<file path="src/rtl/serial_bit_tx.sv">
// Parallel-to-serial transmitter: one bit per clk on ser_d, framed by ser_frame, valid/ready input.
// Optional macro SERIAL_BIT_TX_PARITY_EN appends an even-parity bit to every frame.
module serial_bit_tx #(
  parameter int WIDTH      = 8,
  parameter int GAP_CYCLES = 1,
  parameter int MSB_FIRST  = 1
) (
  input  logic             clk,
  input  logic             rst,
  input  logic [WIDTH-1:0] tx_data,
  input  logic             tx_valid,
  output logic             tx_ready,
  output logic             ser_d,
  output logic             ser_frame,
  output logic             busy,
  output logic             done
);

`ifdef SERIAL_BIT_TX_PARITY_EN
  localparam int FL = WIDTH + 1;
`else
  localparam int FL = WIDTH;
`endif
  localparam int CW = $clog2(WIDTH + 2);
  localparam int GW = (GAP_CYCLES > 1) ? $clog2(GAP_CYCLES) : 1;
  localparam logic [CW-1:0] CNT_LAST  = CW'(FL - 1);
  localparam logic [GW-1:0] GAP_LAST  = GW'((GAP_CYCLES > 0) ? GAP_CYCLES - 1 : 0);
`ifdef SERIAL_BIT_TX_PARITY_EN
  localparam logic [CW-1:0] DATA_LAST = CW'(WIDTH - 1);
`endif

  typedef enum logic [1:0] {IDLE, SHIFT, GAP} state_t;

  state_t           state, state_nxt;
  logic [WIDTH-1:0] shreg, shreg_nxt;
  logic [CW-1:0]    cnt, cnt_nxt;
  logic [GW-1:0]    gcnt, gcnt_nxt;
  logic             d_nxt, frame_nxt, done_nxt;
`ifdef SERIAL_BIT_TX_PARITY_EN
  logic             par, par_nxt;
`endif

  function automatic logic head(input logic [WIDTH-1:0] w);
    return (MSB_FIRST != 0) ? w[WIDTH-1] : w[0];
  endfunction

  // shreg always holds the bits not yet put on ser_d, next one at the head
  function automatic logic [WIDTH-1:0] advance(input logic [WIDTH-1:0] w);
    return (MSB_FIRST != 0) ? {w[WIDTH-2:0], 1'b0} : {1'b0, w[WIDTH-1:1]};
  endfunction

  assign tx_ready = (state == IDLE) && !rst;
  assign busy     = (state != IDLE);

  always_comb begin
    state_nxt = state;
    shreg_nxt = shreg;
    cnt_nxt   = cnt;
    gcnt_nxt  = gcnt;
    d_nxt     = 1'b0;
    frame_nxt = 1'b0;
    done_nxt  = 1'b0;
`ifdef SERIAL_BIT_TX_PARITY_EN
    par_nxt   = par;
`endif
    case (state)
      IDLE: begin
        if (tx_valid) begin
          state_nxt = SHIFT;
          shreg_nxt = advance(tx_data);
          cnt_nxt   = '0;
          d_nxt     = head(tx_data);
          frame_nxt = 1'b1;
`ifdef SERIAL_BIT_TX_PARITY_EN
          par_nxt   = ^tx_data;
`endif
        end
      end
      SHIFT: begin
        if (cnt == CNT_LAST) begin
          done_nxt  = 1'b1;
          gcnt_nxt  = '0;
          state_nxt = (GAP_CYCLES > 0) ? GAP : IDLE;
        end else begin
          cnt_nxt   = cnt + 1'b1;
          frame_nxt = 1'b1;
          d_nxt     = head(shreg);
          shreg_nxt = advance(shreg);
`ifdef SERIAL_BIT_TX_PARITY_EN
          if (cnt == DATA_LAST) d_nxt = par;
`endif
        end
      end
      GAP: begin
        if (gcnt == GAP_LAST) state_nxt = IDLE;
        else                  gcnt_nxt  = gcnt + 1'b1;
      end
      default: state_nxt = IDLE;
    endcase
  end

  always_ff @(posedge clk) begin
    if (rst) begin
      state     <= IDLE;
      shreg     <= '0;
      cnt       <= '0;
      gcnt      <= '0;
      ser_d     <= 1'b0;
      ser_frame <= 1'b0;
      done      <= 1'b0;
`ifdef SERIAL_BIT_TX_PARITY_EN
      par       <= 1'b0;
`endif
    end else begin
      state     <= state_nxt;
      shreg     <= shreg_nxt;
      cnt       <= cnt_nxt;
      gcnt      <= gcnt_nxt;
      ser_d     <= d_nxt;
      ser_frame <= frame_nxt;
      done      <= done_nxt;
`ifdef SERIAL_BIT_TX_PARITY_EN
      par       <= par_nxt;
`endif
    end
  end

endmodule

</file>
<file path="config.mk">
export PLATFORM = sky130hd
export DESIGN_NAME = serial_bit_tx
export DESIGN_NICKNAME = d
export VERILOG_FILES = /design/src/rtl/serial_bit_tx.sv
export SDC_FILE = /design/constraint.sdc
export NUM_CORES = 1
export LEC_CHECK = 0
export BUFFER_PORTS_ARGS = -buffer_cell sky130_fd_sc_hd__buf_2
export CORE_MARGIN = 5
export CORE_UTILIZATION = 38
export CTS_BUF_LIST = sky130_fd_sc_hd__clkbuf_16
export DETAILED_ROUTE_END_ITERATION = 10
export SLEW_MARGIN = 20
export SYNTH_ARGS = -nofsm -noshare
export SYNTH_HDL_FRONTEND = slang
export SYNTH_SLANG_ARGS = --single-unit
</file>
<file path="constraint.sdc">
create_clock -name clk -period 1.5 [get_ports clk]
set_clock_uncertainty 0.1 [all_clocks]
set_input_delay 0.375 -clock clk [delete_from_list [all_inputs] [get_ports clk]]
set_output_delay 0.375 -clock clk [all_outputs]
set_load 0.1 [all_outputs]
</file>
* Word level (Yosys, flattened, before mapping) *
Cells that the tools add are included.

storage, ports and cells
  bits of input ports = 11
  flip-flop bits (word level) = 18
  word-level logic and storage cells = 47
  output and inout port bits = 5

operators by class
  $add $sub $neg = 2
  bitwise logic cells = 1
  muxes and demuxes = 20
  reductions and logical operators = 10
  equality and inequality tests = 7

operator list
  cell                   number
  $mux W8                2
  $pmux W8 S2            1
  $mux W4                2
  $ne A2 B2 Y1 const B   4
  $pmux W4 S2            1
  $mux W1                7
  $mux W2                3
  $pmux W1 S2            3
  $pmux W2 S3            1
  $reduce_and A3 Y1      2
  $reduce_bool A2 Y1     3
  $add A4 B1 Y4 const B  1
  $eq A4 B3 Y1 const B   1
  $eq A2 B1 Y1 const B   1
  $eq A2 B2 Y1 const B   1
  $logic_not A2 Y1       1
  $reduce_and A2 Y1      1
  $reduce_or A2 Y1       1
  $add A1 B1 Y1 const B  1
  $logic_and A1 B1 Y1    1
  $logic_not A1 Y1       1
  $not A1 Y1             1

* Depth between registers and ports, before layout *
  word-level depth = 3
  depth in mapped cells = 5
  mapped depth without buffers = 4

* Worst setup path before layout *
OpenSTA, ideal clock, no wires.

  path type = register to output
  start point = register state[0]
  end point = output port tx_ready
  buffers on the path = 1
  data arrival time = 2.342 ns
  stages on the path, launching flop included = 5
  required time = 1.025 ns
  setup slack = -1.317 ns
  cells stage by stage = dfxtp_1 buf_6 nor2_1 inv_1 nor2_1

on the way
  word-level cells in the longest chain between the ends = 2

RTL lines
  element                   line  RTL
  start: declaration        34    state_t state, state_nxt;
  start signal: assignment  115   state <= state_nxt;
  $logic_not A2 Y1          52    assign tx_ready = (state == IDLE) && !rst;
  $logic_and A1 B1 Y1       52
  end: declaration          12    output logic tx_ready,

Every way passes these cells.

* Final worst setup path *
Ends and elaborated chain as after synthesis.

==> results.cfg <==
[placed_design]
place_hpwl_mm = 1.25
dpl.cell_count = 126
place.port_buffers = 15
place_ws_ns = 0.0391
place_congestion = 0.850
place_area_um2 = 993

[clock_network]
root_buffer = clkbuf_16
cts_buffers = 3
clock_latency_ns = 0.24
htreeDepth = 1
cts_tree = built
cts_hold_buf = 0
cts.clk_slew.worst_paths_ns = 0.05
cts.sinks = 16
clk_path_buf_depth = 2

[routing]
ant_nets = 0
viasPerCell = 5.41
first_iter_violations = 13
vias = 714
wl_per_cell_um = 13.9
dr.pass1.iters = 4
wl_mm = 1.84
drc_errors = 0

[finish]
syn_to_final_growth_pct = 55.1
design_area_um2 = 1120
fill_cells = 155
layout-drive-gt1-share_pct = 44.9
stdcell_count = 132
fin_nets = 120
n_antenna_cell = 0

[sta]
finalSetupViolations = 1
timing.final.crit_share_pct = 101
worst_slew_pin_slew_ns = 0.188
finalHoldViolCount = 0
timing.final.ws_setup_ns = -0.0118
final_max_slew_viol_count = 0
rsz0062_at_grt = true
post-route-min-period_ns = 1.51
timing.setup.tns_ns = -0.0118
relSlewSlack_pct = 87.1
fmaxAchievable_mhz = 661

[run_status]
status = finished with violations
violations = setup timing

[global_route]
grt_max_degree = 18
grt_util_all_layers_pct = 14.0
antenna_found_initial = 0
first_global_vias = 668
grt_pass1_wl_mm = 2.88
gr-total-overflow = 0

[yosys]
ys_types = 29
ys.warnings.count = 0
synth_area_um2 = 724
postSynthCellCount = 76
synth-async-reset-ratio_pct = 0
synth_nets = 88
syn_area_per_cell_um2 = 9.53
yosysSeqAreaShare_pct = 44.2
ys_seq_elements = 16
synth_edf_count = 0
synthFlopType = dfxtp_1

[worst_setup_path]
critPathMaxStageDelay_ns = 0.34
cp-start-kind = flip-flop
r2r-start = state[0]
crit_chain = nor2_4 > inv_2 > nor2_4 > buf_12
crit_buf_inv = 2
crit_type = reg2out
required_ns = 1.02
slowest_stage = dfxtp_4
endpoint_kind = output port
crit_arrival_ns = 1.04
rr_worst_depth = 4
timing.critical_path.fanout_max = 2
regToRegEndpoint = cnt[0]
crit_path_frequent_cell = nor2_4
rrSetupSlack_ns = 0.05
critPathTopFamily = flip-flops

[floorplan]
die_height_um = 53.7
ios = 16
fp-row-count = 15
die_area_um2 = 2880
coreArea_um2 = 1760
die_w_um = 53.7
start_util_pct = 41.1

[power]
power_density_nw_per_um2 = 1060
ir_worst_vdd_v = 0.000892
finalPower_mw = 1.20
leakage_nw = 0.482

[min_path]
hold_class = in2reg
hold_path_end = shreg[1]
min_from = tx_data[0]
hold-path-cell-count = 3

[run]
cap_viol_max_count = 0
[Yosys cell counts (all sizes together), types with 2 or more instances]
library cell | instances | area [um2]
a21oi | 9 | 45.0
nor3 | 6 | 30.0
mux2i | 6 | 60.1
buf | 3 | 27.5
o21ai | 3 | 15.0
a31oi | 2 | 12.5
inv | 2 | 7.51
nor2 | 4 | 15.0
a211oi | 7 | 52.6
dfxtp | 16 | 320
clkbuf | 2 | 7.51
[per-layer routing]
metal  part of all wire (%)  vias up  track usage [%]  routed length [um]
li1                       -      351                -                   -
met1                     42      343             16.2                 779
met2                     52       18             22.6                 949
met3                    5.3        2             6.09                  97
met4                   0.71        0             5.11                  13
met5                      0        -                0                   0
[where the power goes]
part / internal [mW] / total, mW / switching, mW / leakage [nW]
logic: 0.0949 / 0.222 / 0.127 / 0.311
clock network: 0.353 / 0.512 / 0.159 / 0.0385
registers: 0.449 / 0.463 / 0.0134 / 0.133
[registers in the layout (all words and copies together), names as in the netlist]
name	flops
ser_d	1
shreg	7
ser_frame	1
cnt	4
state	2
done	1
[metrics by stage]
| stage | utilization, % | hold WS [ns] |
|---|---|---|
| 4_1_cts | 61.9 | 0.338 |
| 2_1_floorplan | - | 0.349 |
| 3_3_place_gp | 56.3 | 0.394 |
| 3_5_place_dp | 56.3 | 0.386 |
| 5_1_grt | 63.7 | 0.361 |
| 6_report | 63.7 | 0.334 |
[cell families after synthesis]
kind of cell / share of synthesized area (%)
buf+inv: 5.87
fa+ha+maj: 1.73
mux: 8.29
compound gates: 23.1
flops: 44.2
simple gates: 16.8
[worst max path at each step]
stage	from	endpoint	slack (ns)	depth (start not counted)
6_report	state[0]	tx_ready	-0.01	4
5_1_grt	state[0]	tx_ready	-0.05	4
4_1_cts	state[0]	tx_ready	-0.02	4
3_5_place_dp	cnt[1]	shreg[2]	0.04	5
3_3_place_gp	state[0]	cnt[0]	0.08	3
2_1_floorplan	state[0]	tx_ready	-0.56	4
[final cells by class]
type                    count  area [um2]  area share [%]
well taps                  25        31.3            2.78
flip-flops and latches     16         325            29.0
repair buffers             32         278            24.7
inverters                   2        7.51           0.668
clock inverters             1        3.75           0.334
multi-input cells          53         403            35.9
clock buffers               3        75.1            6.68
[timing repair]
action / CTS / global route
buffers inserted: 1 / 1
resized for setup: 6 / 5
pin swaps: 0 / 0
setup endpoints to repair: 3 / 11
[placed cells by master, fill, tap and decap left out, types with 3 or more instances in the layout]
| cell | n |
|---|---|
| buf_4 | 17 |
| dfxtp_1 | 14 |
| nor3_1 | 6 |
| a211oi_1 | 3 |
| clkbuf_16 | 3 |
| mux2i_1 | 6 |
| a211oi_2 | 4 |
| buf_2 | 10 |
| buf_12 | 5 |
| a21oi_1 | 9 |
[worst reg2reg max path: stages (launching register included)]
cell and delay (ns):
dfxtp_4 0.34, buf_4 0.16, and4b_4 0.23, or4_1 0.42, a21oi_1 0.14
Note: power is estimated with default switching activity, not from simulation.
